===== config.mk =====
export PLATFORM = sky130hd
export DESIGN_NAME = sr_cmd_debouncer
export DESIGN_NICKNAME = d
export VERILOG_FILES = /design/src/rtl/sr_cmd_debouncer.sv
export SDC_FILE = /design/constraint.sdc
export NUM_CORES = 1
export LEC_CHECK = 0
export BUFFER_PORTS_ARGS = -buffer_cell sky130_fd_sc_hd__buf_2
export CAP_MARGIN = 30
export CORE_MARGIN = 2
export CORE_UTILIZATION = 40
export DETAILED_ROUTE_END_ITERATION = 6
export PLACE_DENSITY_LB_ADDON = 0.12
export SYNTH_ARGS = -nofsm -noshare
export SYNTH_HDL_FRONTEND = slang
export SYNTH_SLANG_ARGS = --single-unit
export TNS_END_PERCENT = 20

===== constraint.sdc =====
create_clock -name clk -period 1.4 [get_ports clk]
set_input_delay 0.28 -clock clk [delete_from_list [all_inputs] [get_ports clk]]
set_output_delay 0.28 -clock clk [all_outputs]
set_load 0.01 [all_outputs]

===== src/rtl/sr_cmd_debouncer.sv =====
// Command front end for sr_latch: synchronises and debounces raw set/clear
// requests and turns their rising edges into exclusive fixed-width s/r pulses.
module sr_cmd_debouncer #(
  parameter int DEBOUNCE_CYCLES = 4,
  parameter int CNT_W           = 3,
  parameter int PULSE_LEN       = 2,
  parameter int PCNT_W          = 2
) (
  input  logic clk,
  input  logic reset,
  input  logic set_in,
  input  logic clr_in,
  output logic s,
  output logic r,
  output logic busy,
  output logic conflict
);

  typedef enum logic [1:0] {
    IDLE      = 2'd0,
    SET_PULSE = 2'd1,
    CLR_PULSE = 2'd2,
    GAP       = 2'd3
  } state_t;

  localparam logic [CNT_W-1:0]  CNT_MAX  = CNT_W'(DEBOUNCE_CYCLES - 1);
  localparam logic [PCNT_W-1:0] PCNT_MAX = PCNT_W'(PULSE_LEN - 1);

  // Channel index 0 carries set, index 1 carries clear.
  logic [1:0]       sync1_q, sync1_d;
  logic [1:0]       sync2_q, sync2_d;
  logic [1:0]       stable_q, stable_d;
  logic [1:0]       stable_dly_q, stable_dly_d;
  logic [CNT_W-1:0] cnt_q [2];
  logic [CNT_W-1:0] cnt_d [2];
  logic [1:0]       pend_q, pend_d;
  logic [PCNT_W-1:0] pcnt_q, pcnt_d;
  state_t           state_q, state_d;
  logic             s_q, s_d;
  logic             r_q, r_d;
  logic             busy_q, busy_d;
  logic             conflict_q, conflict_d;

  logic [1:0]       req;
  logic [1:0]       eff;

  always_comb begin
    sync1_d      = {clr_in, set_in};
    sync2_d      = sync1_q;
    stable_dly_d = stable_q;
    stable_d     = stable_q;
    for (int ch = 0; ch < 2; ch++) begin
      cnt_d[ch] = cnt_q[ch];
      if (sync2_q[ch] == stable_q[ch]) begin
        cnt_d[ch] = '0;
      end else if (cnt_q[ch] == CNT_MAX) begin
        stable_d[ch] = sync2_q[ch];
        cnt_d[ch]    = '0;
      end else begin
        cnt_d[ch] = cnt_q[ch] + CNT_W'(1);
      end
    end
  end

  assign req = stable_q & ~stable_dly_q;
  assign eff = req | pend_q;

  always_comb begin
    state_d    = state_q;
    pcnt_d     = pcnt_q;
    pend_d     = pend_q;
    s_d        = s_q;
    r_d        = r_q;
    conflict_d = 1'b0;

    case (state_q)
      IDLE: begin
        if (eff[0] && eff[1]) begin
          conflict_d = 1'b1;
          pend_d     = 2'b00;
        end else if (eff[0]) begin
          state_d   = SET_PULSE;
          s_d       = 1'b1;
          pcnt_d    = '0;
          pend_d[0] = 1'b0;
        end else if (eff[1]) begin
          state_d   = CLR_PULSE;
          r_d       = 1'b1;
          pcnt_d    = '0;
          pend_d[1] = 1'b0;
        end
      end
      SET_PULSE: begin
        if (pcnt_q == PCNT_MAX) begin
          s_d     = 1'b0;
          state_d = GAP;
        end else begin
          pcnt_d = pcnt_q + PCNT_W'(1);
        end
      end
      CLR_PULSE: begin
        if (pcnt_q == PCNT_MAX) begin
          r_d     = 1'b0;
          state_d = GAP;
        end else begin
          pcnt_d = pcnt_q + PCNT_W'(1);
        end
      end
      GAP: begin
        state_d = IDLE;
      end
      default: begin
        state_d = IDLE;
      end
    endcase

    // Requests arriving mid-command are remembered for the next IDLE cycle.
    if (state_q != IDLE) begin
      pend_d = pend_q | req;
    end

    busy_d = (state_d != IDLE);
  end

  always_ff @(posedge clk) begin
    if (!reset) begin
      sync1_q      <= '0;
      sync2_q      <= '0;
      stable_q     <= '0;
      stable_dly_q <= '0;
      cnt_q[0]     <= '0;
      cnt_q[1]     <= '0;
      pend_q       <= '0;
      pcnt_q       <= '0;
      state_q      <= IDLE;
      s_q          <= 1'b0;
      r_q          <= 1'b0;
      busy_q       <= 1'b0;
      conflict_q   <= 1'b0;
    end else begin
      sync1_q      <= sync1_d;
      sync2_q      <= sync2_d;
      stable_q     <= stable_d;
      stable_dly_q <= stable_dly_d;
      cnt_q[0]     <= cnt_d[0];
      cnt_q[1]     <= cnt_d[1];
      pend_q       <= pend_d;
      pcnt_q       <= pcnt_d;
      state_q      <= state_d;
      s_q          <= s_d;
      r_q          <= r_d;
      busy_q       <= busy_d;
      conflict_q   <= conflict_d;
    end
  end

  assign s        = s_q;
  assign r        = r_q;
  assign busy     = busy_q;
  assign conflict = conflict_q;

endmodule


==> run_results.csv <==
group,metric,value,unit
status,status,"finished, final reports clean",
layout,final_cell_area,1225,µm²
timing,timing.final.crit_period,1.296,ns
synth,yosysTopAreaCellShare,46.15,%
timing,hold_viol,0,
clock_tree,clockRootBuffer,"clkbuf_4",
synth,avgSynthCellArea,9.639,µm²
pwr,power.share.clock,34.9,%
clock_tree,cts_max_level,1,
drt,drt_pre_antenna_iters,4,
synth,synth_commonest_cells,"dfxtp_1 (24), inv_1 (13), nor2_1 (13), nand2_1 (9), ha_1 (8)",
place,place.gp.congestion,0.7897,
floorplanning,die_h,55.02,µm
worst_setup_path,crit_chain,"inv_2 > ha_4 > nand2_1 > o21ai_1 > a31oi_2 > mux2i_1",
clock_tree,clock_sinks,24,
place,dp_hpwl,1.291,mm
synth,yosys.area.top_type,"dfxtp_1",
worst_setup_path,slowest_stage,"dfxtp_2",
timing,layout_setup_ws,0.1038,ns
worst_setup_path,required,1.65,ns
synth,synth-compound-area-share,12.50,%
clock_tree,clockBufferDepth,2,
worst_setup_path,crit_arrival,1.55,ns
drt,ant_nets,0,
layout,drive_gt1_share,25.00,%
pwr,peakVddDrop,0.6836,mV
synth,synth_cells,108,
drt,wl_met3,46,µm
synth,synth_top_family_by_area,"simple AND/OR/NAND/NOR gates",
synth,ys_seq_area_share,46.15,%
clock_tree,cts.clk_slew.worst_paths,0.14,ns
pwr,power_frac_comb,13.7,%
synth,yosysWarnings,0,
pwr,p_seq_share,51.4,%
timing,relSlewSlack,80.28,%
layout,nets,137,
floorplanning,dieArea,3027,µm²
floorplanning,ioPinCount,8,
drt,vias,730,
worst_setup_path,crit_path_start,"state_q[0]",
place,io_buffers,7,
drt,routed.top_layer,"met4",
worst_setup_path,r2r_start,"state_q[0]",
place,dpl_cell_area,1147,µm²
drt,drt_iter0_drc,4,
timing,max_freq,0.7715,GHz
pwr,leakage,0.0004739,µW
drt,wl_per_cell,10.93,µm
timing,finalCritPeriodShare,92.58,%
worst_setup_path,cpPeakStageDelay,0.37,ns
floorplanning,coreArea,2477,µm²
synth,synth_xor_area_share,1.683,%
pwr,p_sw,318.3,µW
timing,drv_slew,0,
synth,synth_mux_area_share,5.769,%
flow_run,drv_cap,0,
synth,yosysUniqueCellTypes,28,
grt,grt_use_total,13.91,%
grt,grt_pass1_vias,670,
drt,wl_met2,788,µm
grt,grt_pass1_wl,2.925,mm
synth,synth_edf_count,0,
drt,drc,0,
floorplanning,num_rows,18,
min_path,hp-start,"clr_in",
grt,grt_overflow_total,0,
layout,syn_to_final_growth,17.67,%
synth,syn_nets,120,
timing,clock_skew,0.008527,ns
grt,grt_max_degree,15,
place,pre_cts_ws,-0.04658,ns
clock_tree,clkLatencyLatePin,0.31,ns
pwr,p_int,1098,µW
synth,synthFlopType,"dfxtp_1",
synth,synthSimpleGateAreaFrac,19.23,%
clock_tree,cts.hold.buffers_added,0,
pwr,swShare,22.47,%
layout,utilization,49.44,%
drt,wl_met1,832,µm
synth,syn_area,1041,µm²
timing,setup_viol,0,
worst_setup_path,end_kind,"flip-flop",
synth,synthAdderAreaFrac,9.615,%
pwr,total_power,1417,µW
floorplanning,die_x,55.02,µm
synth,synthTopCellsByArea,"dfxtp_1 (46%), ha_1 (9.6%), mux2i_1 (5.8%), inv_1 (4.7%), nor2_1 (4.7%)",
drt,drt-total-wl,1.683,mm
drt,routed_via_density,4.740,
timing,worstMarginPinSlew,0.2938,ns
floorplanning,start_util,42.02,%
worst_setup_path,cp-start-kind,"flip-flop",
synth,synth_seq_cells,24,
layout,num_antenna_cells,0,
grt,antenna_found_initial,0,
pwr,power_density,1157,nW/µm²
clock_tree,numCtsBuffers,3,
worst_setup_path,r2r_setup_slack,0.10,ns
clock_tree,cts_tree,"built",
min_path,hold_class,"in -> reg",
worst_setup_path,worst-path-max-fanout,5,
worst_setup_path,critPathKind,"reg -> reg",
synth,async_flop_share,0,%
timing,rsz0062_at_grt,"false",
synth,synth.most_common_cell,"dfxtp_1",
cell usage in the layout, fill, tap and decap left out, types with 3 or more instances in the layout:
cell,netlist,layout
and2_1,6,6
buf_2,0,7
buf_4,0,6
clkbuf_4,0,3
dfxtp_1,24,20
dfxtp_2,0,4
ha_1,8,7
inv_1,13,11
mux2i_1,6,6
nand2_1,9,9
nand3_1,3,3
nor2_1,13,13
stage by stage:
stage | TNS (ns) | std cells | hold slack, ns
floorplan | 0 | 108 | 0.3990
global route | 0 | 154 | 0.1549
CTS | 0 | 153 | 0.1527
finish | 0 | 154 | 0.1687
detailed placement | -0.07385 | 149 | 0.4132
global placement | 0 | 149 | 0.4078
power by group through the flow:
| stage | combinational, µW | sequential [µW] | clock [µW] |
|---|---|---|---|
| final | 194 | 728 | 495 |
| after global routing | 216 | 731 | 539 |
| after CTS | 185 | 728 | 513 |
| after detailed placement | 172 | 741 | 0 |
| after global placement | 168 | 739 | 0 |
| after floorplan | 100 | 747 | 0 |
flip-flops by register name, summed over array words and instances (netlist names):
register      flops
cnt_q             6
state_q           2
r                 1
s                 1
conflict          1
stable_dly_d      2
busy              1
pcnt_q            2
sync1_q           2
sync2_q           2
stable_dly_q      2
pend_q            2
timing repair:
action,CTS,global route
endpoints found under the setup margin,2,3
buffers inserted,0,1
resized for setup,2,6
path summary, 6_finish.rpt:
kind | to | cells past startpoint
worst min-delay path | sync1_q[1] | 2
worst max-delay path | pcnt_q[1] | 6
worst max register to register | pcnt_q[1] | 6
worst min register to register | cnt_q[0][0] | 1
layer usage:
metal  GRT usage [%]  vias up
met2           20.63        8
met4           6.098        0
met1           19.03      329
met3           3.495        2
met5               0        -
li1                -      391
kinds of logic (layout without fill, tap and decap cells):
logic type	count (synthesis)	in the layout
adder cells (fa/ha/maj)	8	8
flip-flops	24	24
AND/OR/NAND/NOR	40	40
buffers and inverters	14	30
XOR/XNOR	2	2
multiplexers	6	6
AO/OA/AOI/OAI	14	14
cell type report:
type / instances / area, µm²
inverters: 13 / 48.80
clock inverters: 1 / 30.03
flip-flops and latches: 24 / 485.5
multi-input cells: 70 / 520.5
well taps: 30 / 37.54
repair buffers: 13 / 80.08
fillers: 251 / 1252
clock buffers: 3 / 22.52
critical path, delay by kind of cell (launching register included):
family | cells | cell delay [ns]
DFF | 1 | 0.37
AOI/OAI and AO/OA | 2 | 0.29
adders and majority gates | 1 | 0.25
muxes | 1 | 0.21
and+or+nand+nor | 1 | 0.06
buffers and inverters | 1 | 0.05
(Power assumes the default switching activity.)
